## src/rtl/adder4_ff.sv

```systemverilog
// Registered unsigned adder: a WIDTH-bit ripple-carry sum with carry-out,
// captured in a flip-flop stage so the output is isolated from the adder chain.
module adder4_ff #(
  parameter int unsigned WIDTH = 4
) (
  input  logic             ck,
  input  logic             rst_n,
  input  logic [WIDTH-1:0] a,
  input  logic [WIDTH-1:0] b,
  output logic [WIDTH:0]   sum
);

  logic [WIDTH:0]   carry;
  logic [WIDTH-1:0] s;

  assign carry[0] = 1'b0;

  for (genvar i = 0; i < WIDTH; i++) begin : g_fa
    logic p;
    assign p          = a[i] ^ b[i];
    assign s[i]       = p ^ carry[i];
    assign carry[i+1] = (a[i] & b[i]) | (carry[i] & p);
  end

  // Unconditional capture every edge; reset clears asynchronously.
  always_ff @(posedge ck or negedge rst_n) begin
    if (!rst_n) begin
      sum <= '0;
    end else begin
      sum <= {carry[WIDTH], s};
    end
  end

endmodule

```

## config.mk

```make
export PLATFORM = sky130hd
export DESIGN_NAME = adder4_ff
export DESIGN_NICKNAME = d
export VERILOG_FILES = /design/src/rtl/adder4_ff.sv
export SDC_FILE = /design/constraint.sdc
export NUM_CORES = 1
export LEC_CHECK = 0
export ABC_AREA = 1
export CORE_AREA = 2 2 39 41
export CTS_CLUSTER_DIAMETER = 100
export DETAILED_ROUTE_END_ITERATION = 16
export DIE_AREA = 0 0 41 43
export PLACE_DENSITY = 0.55
export SYNTH_ARGS = -nofsm -noshare
export SYNTH_HDL_FRONTEND = slang
export SYNTH_SLANG_ARGS = --single-unit
```

## constraint.sdc

```tcl
create_clock -name ck -period 0.8 [get_ports ck]
set_input_delay 0.08 -clock ck [delete_from_list [all_inputs] [get_ports ck]]
set_output_delay 0.08 -clock ck [all_outputs]
set_load 0.03 [all_outputs]
```

==> flow_summary.yaml <==
routing:
  dr_wl_cell_um: 8.62
  first_iter_violations: 0
  dr_vias: 178
  ant_nets: 0
  vias_per_cell: 3.36
  routed_wirelength_um: 457
  drt_pre_antenna_iters: 1
  remaining_drc_errors: 0
timing:
  holdWs_ns: 0.0570
  timing_max_transition_violations_final: 0
  timing.slew.headroom: 0.840
  layout_min_cycle_time_ns: 1.30
  max_freq_ghz: 0.772
  finalSetupViolations: 8
  worst_slew_pin_slew_ns: 0.239
  hold_viol: 0
  setup_total_negative_slack_ns: -1.16
  post-route-worst-setup-slack_ns: -0.495
  rsz0062_at_grt: "yes"
  period_share: 1.62
logic_synthesis:
  netlist-cell-type-count: 4
  synth-seq-cells: 5
  synth.cell_area_sq_um: 235
  syn-mean-instance-area_sq_um: 12.4
  synth_seq_area_share: 0.532
  yosysWarningCount: 0
  mappedNetlistNets: 33
  syn-instance-count: 19
worst_setup_path:
  timing.critical_path.to_type: "register"
  cp-endpoint: "sum[3]$_DFF_PN0_"
  cp.arrival_ns: 1.43
  crit_path_start: "b[0]"
  launching_element_type_of_the_critical_path: "input port"
  largest_fanout_on_the_critical_path: 1
  critical_path_required_ns: 0.93
  worstSetupPathType: "input port to register"
clock_tree:
  tritoncts: "done"
  tritoncts_num_sinks: 5
  cts_inserted_buffers: 3
  clock_tree.buffer_depth: 2
  cts_setup_buffers: 0
  cts_hold_buffers: 0
  reg_clk_slew_reported_paths_ns: 0.04
  ctsHtreeMaxLevel: 1
  clock-root-buffer: "clkbuf_4"
cells_and_area:
  layout.cells.most_common: "buf_6"
  syn_to_final_growth_pct: 88.3
  final_core_utilization: 0.320
  non_filler_cells_in_the_finished_layout: 53
  largest_reg_by_ff_count: "sum"
  final_net_count: 52
  n_fill_cell: 148
  largest_register_ffs: 5
  final_cell_mix: "buf_6, inv_1, clkdlybuf4s50_1, dfrtp_1, inv_2"
  largestRegisters: "sum: 5 flops"
  layout_cell_share_with_drive_strength_beyond_1: 0.486
  antenna_cells_inserted: 0
worst_hold_path:
  holdCritPathClass: "input port to register"
die:
  die_area_sq_mm: 0.00176
  floorplan.io_pins: 15
  floorplan.rows: 14
  die_height_um: 43
  initial_utilization: 0.170
  fp.dieW_um: 41
  core_box_area_sq_mm: 0.00138
pwr:
  clockPowerShare: 0.331
  pwr-share-seq: 0.359
  switching_share: 0.288
  intPower_w: 0.000609
  power.share.combinational: 0.310
  power_switching_w: 0.000247
  pwr_density_cell_mw_per_mm2: 1930
  power_leakage_nw: 0.219
  vdd.ir_drop.worst_uv: 464
global_route:
  grt_util_overall: 0.0628
  grt_pass1_vias: 209
  antenna_found_initial: 0
  largest_net_degree_at_the_start_of_global_routing: 6
  total_grt_overflow: 0
  grt_first_pass_wirelength_um: 696
placed_design:
  dp_cells: 49
  placement.io_buffers: 14
  routabilityCongestion: 0.581
status:
  run_status: "finished, violations left"
  failed_checks: "setup timing"
run:
  cap_violations: 0
area by class of cell:
class	count	area (sq um)	share of cell area
clock buffers	4	26.3	0.0593
well taps	16	20.0	0.0452
flip-flops and latches	5	125	0.282
multi-input cells	4	90.1	0.203
inverters	10	37.5	0.0847
repair buffers	14	144	0.325
critical path, stage by stage:
cell and delay, ns:
buf_6 0.08, ha_4 0.12, inv_2 0.03, fa_2 0.34, inv_2 0.06, fa_2 0.18, inv_2 0.04, fa_1 0.46
inv_1 0.03
kinds of logic after synthesis:
kind of cell | synth area share
adders and majority gates | 0.309
DFF | 0.532
buffers and inverters | 0.160
routing by layer:
metal	global-route usage	routed length, um	up-vias
met5	0	0	-
li1	-	-	85
met1	0.0594	154	78
met4	0.0400	0	0
met2	0.100	211	15
met3	0.0314	90	0
how the worst min path moves through the flow:
stage | slack (ns) | end | start | cells after the start
6_report | 0.06 | sum[0]$_DFF_PN0_ | a[0] | 2
5_1_grt | 0.05 | sum[0]$_DFF_PN0_ | a[0] | 2
4_1_cts | 0.05 | sum[0]$_DFF_PN0_ | a[0] | 2
3_5_place_dp | 0.33 | sum[0]$_DFF_PN0_ | rst_n | 1
3_3_place_gp | 0.32 | sum[1]$_DFF_PN0_ | rst_n | 1
2_1_floorplan | -0.22 | sum[0]$_DFF_PN0_ | rst_n | 0
through the flow:
| stage | instance area, sq um | total power [W] | setup WS (ns) |
|---|---|---|---|
| final | 443 | 0.000855 | -0.495 |
| after detailed placement | 400 | 0.000552 | -1.22 |
| after CTS | 443 | 0.000882 | -0.497 |
| after floorplan | 253 | 0.000425 | -0.616 |
| after global routing | 443 | 0.000924 | -0.551 |
| after global placement | 400 | 0.000546 | -1.20 |
power by group through the flow:
stage | logic, W | clock network, W | registers [W]
2_1_floorplan | 0.0000449 | 0 | 0.000380
3_3_place_gp | 0.000241 | 0 | 0.000305
3_5_place_dp | 0.000249 | 0 | 0.000303
4_1_cts | 0.000273 | 0.000301 | 0.000307
5_1_grt | 0.000292 | 0.000323 | 0.000309
6_report | 0.000265 | 0.000283 | 0.000307
timing repair:
item / in CTS / in global routing
setup endpoints to repair: 9 / 8
gates resized for setup: 24 / 0
pin swaps: 3 / 0
synthesized netlist by cell type:
cell type | n | share of area
dfrtp_1 | 5 | 0.53
fa_1 | 3 | 0.26
ha_1 | 1 | 0.053
inv_1 | 10 | 0.16
Power figures use the tool's default switching activity.
==> variant 1, RTL diff (same settings) <==
Add an input register stage for `a` and `b`, with the module's reset; this delays them by one clock. Comments in the files are not updated.
--- a/src/rtl/adder4_ff.sv
+++ b/src/rtl/adder4_ff.sv
@@ -10,6 +10,19 @@
   output logic [WIDTH:0]   sum
 );
 
+  logic [WIDTH-1:0] a_q;
+  logic [WIDTH-1:0] b_q;
+
+  always_ff @(posedge ck or negedge rst_n) begin
+    if (!rst_n) begin
+      a_q <= '0;
+      b_q <= '0;
+    end else begin
+      a_q <= a;
+      b_q <= b;
+    end
+  end
+
   logic [WIDTH:0]   carry;
   logic [WIDTH-1:0] s;
 
@@ -17,9 +30,9 @@
 
   for (genvar i = 0; i < WIDTH; i++) begin : g_fa
     logic p;
-    assign p          = a[i] ^ b[i];
+    assign p          = a_q[i] ^ b_q[i];
     assign s[i]       = p ^ carry[i];
-    assign carry[i+1] = (a[i] & b[i]) | (carry[i] & p);
+    assign carry[i+1] = (a_q[i] & b_q[i]) | (carry[i] & p);
   end
 
   // Unconditional capture every edge; reset clears asynchronously.
Behaviour: not the same (Yosys sat finds a counterexample within 4 cycles, from zero or initial values and one cycle with rst_n low).
==> variant 1 against the original RTL <==
  * The run still ends with setup timing left
  * Synthesized area rose by 85%
  * Count of clock-buffer cells in the layout unchanged
  * Final area is 47% higher
  * Routed wire length up 39%
  * Setup slack lost 0.44 ns
  * Synthesized cell count up 42%
  * Sequential cell count up 8
  * Sequential power up 140%
  * Die area unchanged
  * Total power grew 64%
  * Critical path type is now reg2reg
==> variant 1: results (changes against the original RTL) <==
stage;metric;value;unit;change
power;power_leakage;0.3156;nW;+44%
cts;clkTransAtPathRegs;0.07;ns;+0.03 ns
detailed_routing;wl_per_cell;10.08;um;+17%
run_status;status;complete, but fails checks;;
synth;ys_warn_count;0;;unchanged
timing;fin_skew;0.001720;ns;
floorplan;initial_core_util;31.46;%;+14 points
timing;setup_viol;9;;+1
synth;synthAdderAreaFrac;16.67;%;-14 points
finish;nNetsFinal;62;;+19%
timing;fin_ws;-0.9396;ns;-0.4443 ns
synth;synth_common_cells;dfrtp_1 (13), inv_1 (10), fa_1 (3), ha_1 (1);;
grt;grt_pass1_vias;255;;+22%
detailed_routing;firstDrtPassIters;2;;+1
synth;yosysSeqAreaShare;74.71;%;+22 points
hold_path;hold_path.class;in2async;;
grt;antenna_found_initial;0;;unchanged
synth;synth_xor_area_share;0;%;unchanged
worst_setup_path;crit_type;reg2reg;;
worst_setup_path;rr_worst_depth;8;;
placed_design;place_hpwl;505.3;um;
detailed_routing;detail_route.vias_per_cell;3.889;;+16%
finish;drive_above_1_share;36.17;%;-12 points
timing;slew-limit-headroom;93.48;%;+9.5 points
grt;grt_usage;9.006;%;+2.7 points
synth;yosys-top-cells-area;dfrtp_1 (75%), fa_1 (14%), inv_1 (8.6%), ha_1 (2.9%);;
grt;grt_pass1_wl;938;um;+35%
cts;clkLatencyLatePin;0.27;ns;
run_status;violations;setup timing;;
detailed_routing;first_iter_violations;4;;+4
placed_design;pre_cts_ws;-0.9500;ns;+0.2731 ns
cts;cts_sinks;13;;+8
placed_design;gp_congestion;0.5619;;-3.3%
worst_setup_path;cp.arrival;1.91;ns;+0.48 ns
finish;largestRegisters;sum: 5 flops, a_q: 4 flops, b_q: 4 flops;;
worst_setup_path;crit_fanout;1;;unchanged
synth;synth_flop_cell;dfrtp_1;;
power;ir_drop;0.0007224;V;+56%
grt;grt_max_degree;8;;+2
synth;synth_fp_nets;41;;+24%
worst_setup_path;worst_setup_path_endpoint;sum[3]$_DFF_PN0_;;
worst_setup_path;reg2reg_from;b_q[0]$_DFF_PN0_;;
## variant 1: cell count changes after synthesis
cell     delta
dfrtp_1     +8
## variant 1: stage by stage
stage,hold slack [ns],std cells,setup TNS (ns),cell area (sq um)
after floorplan,-0.2156,27,-2.509,435.4
after global placement,0.3976,59,-2.660,598.1
after detailed placement,0.3901,59,-2.727,598.1
after CTS,0.09570,63,-3.148,648.1
after global routing,0.1203,63,-3.377,650.6
final,0.09998,63,-3.090,650.6
## variant 1: per-layer routing
layer	global-route usage (%)	vias up	share of wire, %
met4	10.00	0	2.8
met2	14.06	11	60
met3	3.141	2	8.3
met5	0	-	0
li1	-	113	-
met1	7.473	119	29
## variant 1: power by group
| group | internal [mW] | switching [mW] | total [mW] |
|---|---|---|---|
| Sequential | 0.713 | 0.0239 | 0.737 |
| Clock | 0.193 | 0.199 | 0.392 |
| Combinational | 0.137 | 0.138 | 0.276 |
## variant 1: critical path: stages (launching register included)
cell,delay (ns)
dfrtp_1,0.33
ha_2,0.17
inv_2,0.03
fa_2,0.32
inv_2,0.06
fa_2,0.18
inv_2,0.03
fa_1,0.46
inv_1,0.04
## variant 1: area by class of cell
cell class / count / area [sq um]
Sequential cell: 13 / 325.3
Inverter: 10 / 37.54
Multi-Input combinational cell: 4 / 80.08
Tap cell: 16 / 20.02
Clock buffer: 4 / 26.28
Timing Repair Buffer: 16 / 161.4
Fill cell: 128 / 733.2
## variant 1: logic make-up after synthesis
kind of cell | count (synthesis)
DFF | 13
adders and majority gates | 4
buffers and inverters | 10
## variant 1: timing repair
| item | 4_1_cts | 5_1_grt |
|---|---|---|
| setup endpoints to repair | 9 | 9 |
| pin swaps | 0 | 1 |
| resized for setup | 10 | 2 |
==> variant 2, RTL diff (config.mk and constraints unchanged) <==
Without the edit above. The parameter `WIDTH` goes from 4 to 6.
--- a/src/rtl/adder4_ff.sv
+++ b/src/rtl/adder4_ff.sv
@@ -1,7 +1,7 @@
 // Registered unsigned adder: a WIDTH-bit ripple-carry sum with carry-out,
 // captured in a flip-flop stage so the output is isolated from the adder chain.
 module adder4_ff #(
-  parameter int unsigned WIDTH = 4
+  parameter int unsigned WIDTH = 6
 ) (
   input  logic             ck,
   input  logic             rst_n,
Ports: changed (resized a, b and sum); port bits go from 15 to 21. No check against the original RTL was run, so the function may have changed too.
==> variant 2 against the original RTL <==
  * Clock power increased by 10%
  * Final area increased by 36%
  * Core utilization increased by 11 points
  * Setup slack got worse by 0.65 ns
  * The flow still finishes with violations (setup timing)
  * Maximum frequency decreased by 33%
  * Die area unchanged
  * Sequential cell count increased by 2
  * Routed wire length increased by 26%
  * Synthesized area increased by 38%
  * Total power increased by 35%
==> variant 2: results (changes against the original RTL) <==
stage;metric;value;unit;change
timing;tightestPinTransition;0.2862;ns;+0.04684 ns
grt;grt_pass1_wl;800;um;+15%
run_status;violations;setup timing;;
hold_path;worstHoldStart;b[0];;
cts;cts_setup_buffers;0;;unchanged
synth;ys_warn_count;0;;unchanged
synth;yosysSeqAreaShare;53.85;%;+0.65 points
finish;antenna_cells;0;;unchanged
worst_setup_path;crit_slowest_cell;fa_2;;
placed_design;placed_cell_area;553.0;sq um;+38%
grt;grt_pass1_vias;212;;+1.4%
detailed_routing;firstDrtPassIters;2;;+1
synth;yosys-top-cells-area;dfrtp_1 (54%), fa_1 (31%), inv_1 (12%), ha_1 (3.8%);;
synth;yosysUniqueCellTypes;4;;unchanged
finish;drive_above_1_share;57.45;%;+8.8 points
detailed_routing;wl_per_cell;9.159;um;+6.2%
hold_path;hold_end;sum[0]$_DFF_PN0_;;
synth;ys_async_sr_fraction;100.0;%;unchanged
worst_setup_path;startpoint;a[0];;
placed_design;io_buffers;20;;+6
power;power_leakage;0.2886;nW;+32%
synth;synth_fp_nets;43;;+30%
grt;grt_max_degree;8;;+2
cts;root_buffer;clkbuf_4;;
cts;clkTransAtPathRegs;0.05;ns;
detailed_routing;wirelength;577;um;+26%
grt;grt_usage;7.857;%;+1.6 points
placed_design;place_hpwl;508.3;um;
synth;synth_area_per_cell;14.14;sq um;+14%
synth;synth_flop_cell;dfrtp_1;;
finish;largestRegisters;sum: 7 flops;;
cts;numCtsBuffers;3;;unchanged
timing;fin_ws;-1.142;ns;-0.6471 ns
timing;finalSetupTns;-3.702;ns;-2.540 ns
timing;setup_viol;12;;+4
run_status;status;complete, but fails checks;;
worst_setup_path;worst_setup_path_endpoint;sum[5]$_DFF_PN0_;;
finish;fillers;137;;-7.4%
power;ir_drop;0.0005917;V;+27%
worst_setup_path;cp.arrival;2.13;ns;+0.70 ns
detailed_routing;detail_route.vias_per_cell;3.540;;+5.4%
placed_design;placed_cells;59;;+20%
cts;holdBufCountCts;0;;unchanged
grt;antenna_found_initial;0;;unchanged
finish;nNetsFinal;68;;+31%
detailed_routing;first_iter_violations;1;;+1
synth;synth_common_cells;inv_1 (10), dfrtp_1 (7), fa_1 (5), ha_1 (1);;
placed_design;gp_congestion;0.6267;;+7.8%
worst_setup_path;max_stage_delay;0.42;ns;-0.04 ns
worst_setup_path;critPathTopFamily;adder cells;;
## variant 2: kinds of logic (layout without fill, tap and decap cells)
| group | after synthesis | count (layout) | share of synthesized area [%] |
|---|---|---|---|
| buf+inv | 10 | 34 | 11.54 |
| fa+ha+maj | 6 | 6 | 34.62 |
| flops | 7 | 7 | 53.85 |
## variant 2: power by group
part	total [mW]	switching (mW)	internal [mW]
sequential	0.437	0.0249	0.412
clock	0.312	0.122	0.190
combinational	0.410	0.207	0.203
total	1.16	0.354	0.804
## variant 2: area by class of cell
cell class | instances | area [sq um] | share of cell area [%]
Multi-Input combinational cell | 6 | 137.6 | 22.92
Inverter | 10 | 37.54 | 6.250
Clock buffer | 4 | 26.28 | 4.375
Sequential cell | 7 | 175.2 | 29.17
Tap cell | 16 | 20.02 | 3.333
Timing Repair Buffer | 20 | 203.9 | 33.96
## variant 2: per-layer routing
| metal | track usage, % | share of wire [%] | vias up |
|---|---|---|---|
| li1 | - | - | 107 |
| met1 | 8.814 | 38 | 92 |
| met2 | 9.375 | 42 | 22 |
| met3 | 4.712 | 17 | 2 |
| met4 | 8.000 | 3.3 | 0 |
| met5 | 0 | 0 | - |
## variant 2: through the flow
| stage | hold WS (ns) | worst slack [ns] |
|---|---|---|
| 2_1_floorplan | -0.2156 | -1.243 |
| 3_3_place_gp | 0.3491 | -1.767 |
| 3_5_place_dp | 0.3495 | -1.798 |
| 4_1_cts | 0.04266 | -1.269 |
| 5_1_grt | 0.03077 | -1.182 |
| 6_report | 0.04817 | -1.142 |
## variant 2: what timing repair did
action                                  CTS  global route
resized for setup                        22             6
endpoints found under the setup margin   13            12
cloned                                    0             0
pin swaps                                 5             5
